`src/rtl/stopwatch_lap_pkg.sv`:
```
// stopwatch_pkg: shared types and helpers for the stopwatch_lap block.
//   sw_state_t    - controller states
//   sw_cmd_t      - single command chosen from same-cycle button pulses
//   BTN_*         - bit positions of the button pulses in a 4-bit vector
//   resolve_cmd() - picks one command: clear > stop > start > lap
//   seg7_decode() - BCD to active-low {g,f,e,d,c,b,a}; non-BCD is blank
package stopwatch_pkg;

    typedef enum logic [1:0] {
        IDLE = 2'd0,
        RUN  = 2'd1,
        HOLD = 2'd2
    } sw_state_t;

    typedef enum logic [2:0] {
        CMD_NONE  = 3'd0,
        CMD_CLEAR = 3'd1,
        CMD_STOP  = 3'd2,
        CMD_START = 3'd3,
        CMD_LAP   = 3'd4
    } sw_cmd_t;

    localparam int BTN_START = 0;
    localparam int BTN_STOP  = 1;
    localparam int BTN_CLEAR = 2;
    localparam int BTN_LAP   = 3;

    function automatic sw_cmd_t resolve_cmd(input logic [3:0] pulses);
        sw_cmd_t cmd;
        cmd = CMD_NONE;
        if (pulses[BTN_CLEAR])      cmd = CMD_CLEAR;
        else if (pulses[BTN_STOP])  cmd = CMD_STOP;
        else if (pulses[BTN_START]) cmd = CMD_START;
        else if (pulses[BTN_LAP])   cmd = CMD_LAP;
        return cmd;
    endfunction

    function automatic logic [6:0] seg7_decode(input logic [3:0] bcd);
        logic [6:0] seg;
        case (bcd)
            4'd0:    seg = 7'b100_0000;
            4'd1:    seg = 7'b111_1001;
            4'd2:    seg = 7'b010_0100;
            4'd3:    seg = 7'b011_0000;
            4'd4:    seg = 7'b001_1001;
            4'd5:    seg = 7'b001_0010;
            4'd6:    seg = 7'b000_0010;
            4'd7:    seg = 7'b111_1000;
            4'd8:    seg = 7'b000_0000;
            4'd9:    seg = 7'b001_0000;
            default: seg = 7'b111_1111;
        endcase
        return seg;
    endfunction

endpackage

```
`src/rtl/stopwatch_lap_if.sv`:
```
// stopwatch_lap_if: board-facing signals of the stopwatch.
//   start/stop/clear/lap - raw push-buttons, active-high
//   an                   - digit enables, active-low one-hot
//   sseg                 - {dp,g,f,e,d,c,b,a}, active-low
//   running/lap_active/overflow - status
// master = board/testbench side, slave = stopwatch side.
interface stopwatch_lap_if #(
    parameter int N_DIGITS = 4
);
    logic                start;
    logic                stop;
    logic                clear;
    logic                lap;
    logic [N_DIGITS-1:0] an;
    logic [7:0]          sseg;
    logic                running;
    logic                lap_active;
    logic                overflow;

    modport master (
        output start, stop, clear, lap,
        input  an, sseg, running, lap_active, overflow
    );

    modport slave (
        input  start, stop, clear, lap,
        output an, sseg, running, lap_active, overflow
    );
endinterface

```
`src/rtl/stopwatch_lap_btn_debounce.sv`:
```
// btn_debounce: 2-flop synchroniser plus debouncer for one push-button.
//   clk, rst_n - clock, synchronous active-low reset
//   btn_raw    - asynchronous button input
//   btn_pulse  - one-cycle pulse on an accepted rising edge
// A new level is accepted after DEBOUNCE_CYC consecutive samples that differ
// from the current stable level; the pulse lands 2 + DEBOUNCE_CYC clocks
// after the raw input rises.
module btn_debounce #(
    parameter int DEBOUNCE_CYC = 1_000_000
) (
    input  logic clk,
    input  logic rst_n,
    input  logic btn_raw,
    output logic btn_pulse
);
    localparam int CW = (DEBOUNCE_CYC > 1) ? $clog2(DEBOUNCE_CYC) : 1;
    localparam logic [CW-1:0] RELOAD = CW'(DEBOUNCE_CYC - 1);

    logic [1:0]    r_sync;
    logic          r_stable;
    logic [CW-1:0] r_cnt;
    logic          r_pulse;

    always_ff @(posedge clk) begin
        if (!rst_n) begin
            r_sync   <= 2'b00;
            r_stable <= 1'b0;
            r_cnt    <= RELOAD;
            r_pulse  <= 1'b0;
        end else begin
            r_sync  <= {r_sync[0], btn_raw};
            r_pulse <= 1'b0;
            if (r_sync[1] != r_stable) begin
                if (r_cnt == '0) begin
                    r_stable <= r_sync[1];
                    r_pulse  <= r_sync[1];
                    r_cnt    <= RELOAD;
                end else begin
                    r_cnt <= r_cnt - CW'(1);
                end
            end else begin
                r_cnt <= RELOAD;
            end
        end
    end

    assign btn_pulse = r_pulse;
endmodule

```
`src/rtl/stopwatch_lap.sv`:
```
// stopwatch_lap: N-digit BCD stopwatch with lap freeze and multiplexed
// active-low seven-segment output.
//   clk, rst_n - clock, synchronous active-low reset
//   sw         - stopwatch_lap_if.slave: buttons in; an/sseg/status out
//
//   state | meaning
//   IDLE  | count zero, prescaler stopped
//   RUN   | prescaler running, count advances on each tick
//   HOLD  | count and prescaler frozen, start resumes
module stopwatch_lap
    import stopwatch_pkg::*;
#(
    parameter int N_DIGITS     = 4,
    parameter int TICK_DIV     = 1_000_000,
    parameter int DEBOUNCE_CYC = 1_000_000,
    parameter int REFRESH_CYC  = 100_000,
    parameter int DP_POS       = 2
) (
    input  logic            clk,
    input  logic            rst_n,
    stopwatch_lap_if.slave  sw
);
    localparam int CNT_W = 4 * N_DIGITS;
    localparam int PW    = (TICK_DIV > 1) ? $clog2(TICK_DIV) : 1;
    localparam int RW    = (REFRESH_CYC > 1) ? $clog2(REFRESH_CYC) : 1;
    localparam int IW    = $clog2(N_DIGITS);
    localparam logic [PW-1:0] PRE_LAST   = PW'(TICK_DIV - 1);
    localparam logic [RW-1:0] REF_RELOAD = RW'(REFRESH_CYC - 1);
    localparam logic [IW-1:0] IDX_LAST   = IW'(N_DIGITS - 1);
    localparam logic [N_DIGITS-1:0] AN_ONE = {{(N_DIGITS-1){1'b0}}, 1'b1};

    logic [3:0]          w_pulse;
    sw_cmd_t             w_cmd;
    sw_state_t           r_state;
    sw_state_t           w_state_nxt;
    logic                w_tick;
    logic                w_wrap;
    logic [CNT_W-1:0]    w_count_inc;
    logic [CNT_W-1:0]    w_disp;
    logic [3:0]          w_digit;
    logic                w_dp_on;

    logic [PW-1:0]       r_presc;
    logic [CNT_W-1:0]    r_count;
    logic [CNT_W-1:0]    r_lap;
    logic                r_lap_active;
    logic                r_overflow;
    logic                r_running;
    logic [RW-1:0]       r_ref;
    logic [IW-1:0]       r_idx;
    logic [N_DIGITS-1:0] r_an;
    logic [7:0]          r_sseg;

    btn_debounce #(.DEBOUNCE_CYC(DEBOUNCE_CYC)) u_db_start (
        .clk(clk), .rst_n(rst_n), .btn_raw(sw.start), .btn_pulse(w_pulse[BTN_START]));
    btn_debounce #(.DEBOUNCE_CYC(DEBOUNCE_CYC)) u_db_stop (
        .clk(clk), .rst_n(rst_n), .btn_raw(sw.stop),  .btn_pulse(w_pulse[BTN_STOP]));
    btn_debounce #(.DEBOUNCE_CYC(DEBOUNCE_CYC)) u_db_clear (
        .clk(clk), .rst_n(rst_n), .btn_raw(sw.clear), .btn_pulse(w_pulse[BTN_CLEAR]));
    btn_debounce #(.DEBOUNCE_CYC(DEBOUNCE_CYC)) u_db_lap (
        .clk(clk), .rst_n(rst_n), .btn_raw(sw.lap),   .btn_pulse(w_pulse[BTN_LAP]));

    // Lower-priority pulses in the same cycle are dropped, even when the
    // winning command has no effect in the current state.
    assign w_cmd = resolve_cmd(w_pulse);

    always_ff @(posedge clk) begin
        if (!rst_n) r_state <= IDLE;
        else        r_state <= w_state_nxt;
    end

    always_comb begin
        w_state_nxt = r_state;
        case (w_cmd)
            CMD_CLEAR: w_state_nxt = IDLE;
            CMD_STOP:  if (r_state == RUN) w_state_nxt = HOLD;
            CMD_START: if (r_state != RUN) w_state_nxt = RUN;
            default:   w_state_nxt = r_state;
        endcase
    end

    assign w_tick = (r_state == RUN) && (r_presc == PRE_LAST);

    // Ripple increment across all digits; w_wrap stays set only if every
    // digit was 9.
    always_comb begin
        w_count_inc = r_count;
        w_wrap      = 1'b1;
        for (int i = 0; i < N_DIGITS; i++) begin
            if (w_wrap) begin
                if (r_count[4*i +: 4] == 4'd9) begin
                    w_count_inc[4*i +: 4] = 4'd0;
                end else begin
                    w_count_inc[4*i +: 4] = r_count[4*i +: 4] + 4'd1;
                    w_wrap                = 1'b0;
                end
            end
        end
    end

    always_ff @(posedge clk) begin
        if (!rst_n) begin
            r_presc      <= '0;
            r_count      <= '0;
            r_lap        <= '0;
            r_lap_active <= 1'b0;
            r_overflow   <= 1'b0;
            r_running    <= 1'b0;
        end else begin
            r_running <= (w_state_nxt == RUN);
            if (w_cmd == CMD_CLEAR) begin
                r_presc      <= '0;
                r_count      <= '0;
                r_lap        <= '0;
                r_lap_active <= 1'b0;
                r_overflow   <= 1'b0;
            end else begin
                if (r_state == RUN) begin
                    if (w_tick) begin
                        r_presc <= '0;
                        r_count <= w_count_inc;
                        if (w_wrap) r_overflow <= 1'b1;
                    end else begin
                        r_presc <= r_presc + PW'(1);
                    end
                end
                // Capture takes the count as it stood before this cycle's tick.
                if ((w_cmd == CMD_LAP) && (r_state == RUN)) begin
                    r_lap_active <= ~r_lap_active;
                    if (!r_lap_active) r_lap <= r_count;
                end
            end
        end
    end

    assign w_disp  = r_lap_active ? r_lap : r_count;
    assign w_digit = w_disp[4*r_idx +: 4];
    assign w_dp_on = (int'(r_idx) == DP_POS);

    always_ff @(posedge clk) begin
        if (!rst_n) begin
            r_ref  <= REF_RELOAD;
            r_idx  <= '0;
            r_an   <= ~AN_ONE;
            r_sseg <= {(DP_POS == 0) ? 1'b0 : 1'b1, 7'b100_0000};
        end else begin
            if (r_ref == '0) begin
                r_ref <= REF_RELOAD;
                r_idx <= (r_idx == IDX_LAST) ? '0 : r_idx + IW'(1);
            end else begin
                r_ref <= r_ref - RW'(1);
            end
            r_an   <= ~(AN_ONE << r_idx);
            r_sseg <= {~w_dp_on, seg7_decode(w_digit)};
        end
    end

    assign sw.an         = r_an;
    assign sw.sseg       = r_sseg;
    assign sw.running    = r_running;
    assign sw.lap_active = r_lap_active;
    assign sw.overflow   = r_overflow;
endmodule

```
`src/flat_wrapper.sv`:
```
// flat-port wrapper written by rule: the top's interface ports become plain ports
module stopwatch_lap_flat import stopwatch_pkg::*;
#(
    parameter int N_DIGITS     = 4,
    parameter int TICK_DIV     = 1_000_000,
    parameter int DEBOUNCE_CYC = 1_000_000,
    parameter int REFRESH_CYC  = 100_000,
    parameter int DP_POS       = 2
)
  (clk, rst_n, sw_start, sw_stop, sw_clear, sw_lap, sw_an, sw_sseg, sw_running, sw_lap_active, sw_overflow);
  stopwatch_lap_if #(.N_DIGITS(N_DIGITS)) sw_i ();
  input  logic clk;
  input  logic rst_n;
  input wire logic [$bits(sw_i.start)-1:0] sw_start;
  input wire logic [$bits(sw_i.stop)-1:0] sw_stop;
  input wire logic [$bits(sw_i.clear)-1:0] sw_clear;
  input wire logic [$bits(sw_i.lap)-1:0] sw_lap;
  output wire logic [$bits(sw_i.an)-1:0] sw_an;
  output wire logic [$bits(sw_i.sseg)-1:0] sw_sseg;
  output wire logic [$bits(sw_i.running)-1:0] sw_running;
  output wire logic [$bits(sw_i.lap_active)-1:0] sw_lap_active;
  output wire logic [$bits(sw_i.overflow)-1:0] sw_overflow;
  assign sw_i.start = sw_start;
  assign sw_i.stop = sw_stop;
  assign sw_i.clear = sw_clear;
  assign sw_i.lap = sw_lap;
  assign sw_an = sw_i.an;
  assign sw_sseg = sw_i.sseg;
  assign sw_running = sw_i.running;
  assign sw_lap_active = sw_i.lap_active;
  assign sw_overflow = sw_i.overflow;
  stopwatch_lap #(.N_DIGITS(N_DIGITS), .TICK_DIV(TICK_DIV), .DEBOUNCE_CYC(DEBOUNCE_CYC), .REFRESH_CYC(REFRESH_CYC), .DP_POS(DP_POS)) u_core (.clk(clk), .rst_n(rst_n), .sw(sw_i));
endmodule
```
`config.mk`:
```
export PLATFORM = sky130hd
export DESIGN_NAME = stopwatch_lap_flat
export DESIGN_NICKNAME = d
export VERILOG_FILES = /design/src/rtl/stopwatch_lap_pkg.sv /design/src/rtl/stopwatch_lap_if.sv /design/src/rtl/stopwatch_lap_btn_debounce.sv /design/src/rtl/stopwatch_lap.sv /design/src/flat_wrapper.sv
export SDC_FILE = /design/constraint.sdc
export NUM_CORES = 1
export LEC_CHECK = 0
export BUFFER_PORTS_ARGS = -buffer_cell sky130_fd_sc_hd__clkbuf_2
export CAP_MARGIN = 20
export CORE_ASPECT_RATIO = 0.8
export CORE_UTILIZATION = 55
export CTS_CLUSTER_SIZE = 25
export DETAILED_ROUTE_END_ITERATION = 8
export MAX_ROUTING_LAYER = met4
export PLACE_DENSITY = 0.74
export SLEW_MARGIN = 20
export SYNTH_ARGS = -nofsm -noshare
export SYNTH_HDL_FRONTEND = slang
export SYNTH_HIERARCHICAL = 1
export SYNTH_SLANG_ARGS = --single-unit
```
`constraint.sdc`:
```
create_clock -name clk -period 2 [get_ports clk]
set_input_delay 0.2 -clock clk [delete_from_list [all_inputs] [get_ports clk]]
set_output_delay 0.2 -clock clk [all_outputs]
set_load 0.02 [all_outputs]
```
==> run_results.csv <==
group,metric,value,unit
setup_path,cp_num_buf_inv,1,
cts,clockBufferDepth,2,
synthesis,synth_common_cells,"183 x dfxtp_1, 108 x nor2_1, 101 x nand2_1, 63 x xor2_1, 42 x nand3_1",
grt,grt_util_met2,33.0,%
sta,hold_viol_final,0,
synthesis,synth_area_per_cell,9.46,µm²
synthesis,synth_area_leader_cell,"dfxtp_1",
grt,use_met1,29.1,%
setup_path,worstSetupStartpointType,"register",
cts,clockRootBuffer,"clkbuf_16",
final_layout,antenna_cells,0,
floorplanning,die_h,113,µm
sta,rsz0062_at_grt,"yes",
floorplanning,core_area,15000,µm²
placement,hpwl,10.9,mm
final_layout,drive_gt1_share,19.8,%
routing,drt-wirelength-per-cell,13.4,µm
synthesis,synth-seq-cells,183,
placement,portBuffers,20,
cts,clock_latency,420,ps
synthesis,synth.most_common_cell,"dfxtp_1",
sta,holdWs,208,ps
setup_path,cp_cell_sequence,"or4b_4 -> nor4_4 -> buf_4 -> nand4_1 -> a311o_1",
cts,clock_sinks,183,
min_path,worst_hold_path_type,"primary input to register",
floorplanning,die_w,140,µm
sta,max_freq,511,MHz
grt,grt_util_met3,4.86,%
routing,avgViaCountPerCell,5.37,
synthesis,synth_area,8410,µm²
synthesis,syn-num-nets,914,
setup_path,crit_family,"simple AND/OR/NAND/NOR gates",
grt,grt_use_total,21.7,%
grt,grt_pass1_wl,27.2,mm
sta,maxSlewHeadroom,47.9,%
setup_path,worstPathRequired,2310,ps
placement,routabilityCongestion,0.859,
final_layout,layout.nets,1006,
sta,tightest_slew,778,ps
floorplanning,ios,21,
grt,grt_start_max_net_pins,22,
sta,period_share,97.9,%
power,p_per_area,725,nW/µm²
setup_path,critPathArrivalTime,2270,ps
sta,fin_crit,1960,ps
cts,cts_tree,"yes",
synthesis,yosysWarnings,13,
flow_run,cap_violations,0,
synthesis,netlist_instances,889,
sta,drv_slew,0,
sta,skew,5.74,ps
grt,grt_overflow,0,
routing,postRouteAntennaNets,0,
synthesis,ys.flop_type,"dfxtp_1",
power,p_leak,0.00368,µW
setup_path,crit_path_end_kind,"register",
power,power,7200,µW
routing,route.detailed.drc,0,
synthesis,ys_seq_area_share,43.6,%
synthesis,synth_area_leaders,"dfxtp_1 44%, xor2_1 6.6%, nor2_1 4.8%, nand2_1 4.5%, mux2i_1 3.2%",
synthesis,synth_edf_count,0,
floorplanning,die-area,15800,µm²
setup_path,critPathMaxStageDelay,550,ps
grt,grt_antenna_before_repair,0,
setup_path,path_max_fanout,6,
sta,finalSetupViolCount,0,
grt,grt_pass1_vias,5886,
final_layout,area_growth,18.0,%
floorplanning,rows,40,
routing,drtIter0Drc,387,
synthesis,synth_cell_types,62,
setup_path,cp_slowest_cell,"or4b_4",
routing,vias,6358,
cts,clkTransAtPathRegs,60,ps
grt,busiest_layer,"met2",
outcome,outcome,"finished clean",
synthesis,synthArstFlopShare,0,%
floorplanning,initial_utilization,56.2,%
routing,dr.pass1.iters,5,
cts,htreeDepth,4,
routing,drt_wl_total,15.8,mm
power,ir_drop,0.512,mV
cts,cts_buffers,17,
synthesis,synth_top_area_share,43.6,%
setup_path,path_class,"register to register",
what timing repair did:
action,4_1_cts,5_1_grt
setup endpoints to repair,1,44
gates resized for setup,1,21
cloned,0,0
buffers inserted,0,8
pin swaps,0,9
hold endpoints to repair,4,0
hold buffers,4,0
logic make-up (layout without fill, tap and decap cells):
kind of cell / Yosys count / after routing / synth area share (%)
muxes: 37 / 37 / 5.62
DFF: 183 / 183 / 43.6
xor gates and xnor gates: 92 / 92 / 9.58
adders and majority gates: 19 / 19 / 2.83
buffers and inverters: 48 / 153 / 2.60
AOI/OAI and AO/OA: 80 / 80 / 6.67
and+or+nand+nor: 430 / 430 / 29.1
per-stage QoR:
| step | setup WS, ps | area [µm²] | setup TNS [ps] | instances | util, % |
|---|---|---|---|---|---|
| after floorplan | 12.4 | 8450 | 0 | 889 | - |
| after global placement | 37.8 | 9150 | 0 | 1139 | 61.1 |
| after detailed placement | -9.47 | 9150 | -9.47 | 1139 | 61.1 |
| after CTS | 13.5 | 9800 | 0 | 1175 | 65.5 |
| after global routing | -74.1 | 9920 | -351 | 1183 | 66.3 |
| final | 42.4 | 9920 | 0 | 1183 | 66.3 |
layer usage:
metal	part of all wire (%)	vias to the layer above
met5	0	-
met4	0.97	0
met3	2.6	14
met2	45	70
met1	52	2969
li1	-	3305
sequential cells by signal (all words and copies together), names as in the netlist, 3 cells and up:
name	flops
u_core/sw.sseg	8
u_core/u_db_clear/r_cnt	20
u_core/sw.an	3
u_core/u_db_start/r_cnt	20
u_core/u_db_lap/r_cnt	20
u_core/r_count	16
u_core/r_lap	16
u_core/u_db_stop/r_cnt	20
u_core/r_ref	17
u_core/r_presc	20
area by class of cell:
type | count | area, µm²
Multi-Input combinational cell | 658 | 4610
Inverter | 24 | 90.1
Fill cell | 1191 | 5040
Sequential cell | 183 | 3670
Timing Repair Buffer | 97 | 717
Clock buffer | 25 | 485
Tap cell | 189 | 236
Clock inverter | 7 | 118
cells in the final DEF (no fill, tap or decap), types with 16 or more instances in the layout:
cell	netlist	final
buf_4	1	70
nand3_1	42	39
nor2b_1	17	16
inv_1	23	21
ha_1	19	18
nand2_1	101	101
mux2i_1	27	25
dfxtp_1	183	180
xor2_1	63	63
a21oi_1	16	16
nor3_1	21	20
clkbuf_16	0	17
xnor2_1	29	29
clkbuf_2	1	20
nor2_1	108	108
nand4_1	24	24
where the power goes:
part           switching [µW]  leakage, µW  internal (µW)
sequential               9.35      0.00148           3660
combinational            67.8      0.00192           43.3
clock                    1350     0.000284           2070
tightest hold or removal path: stages:
cell and delay [ps]:
clkbuf_2 200, nand2_1 110, mux2i_1 50
final timing paths:
check                                                           from                                       to  slack [ps]  depth (start not counted)
worst min register to register  u_core/u_db_stop/r_cnt[0]$_SDFF_PP1_     u_core/u_db_stop/r_cnt[0]$_SDFF_PP1_         410                          1
worst max-delay path                  u_core/r_presc[7]$_SDFFE_PP0N_          u_core/r_count[11]$_SDFFE_PP0P_          40                          5
worst min-delay path                                           rst_n  u_core/u_db_clear/r_stable$_SDFFE_PN0P_         210                          3
worst max register to register        u_core/r_presc[7]$_SDFFE_PP0N_          u_core/r_count[11]$_SDFFE_PP0P_          40                          5
Note: power is estimated with default switching activity, not from simulation.
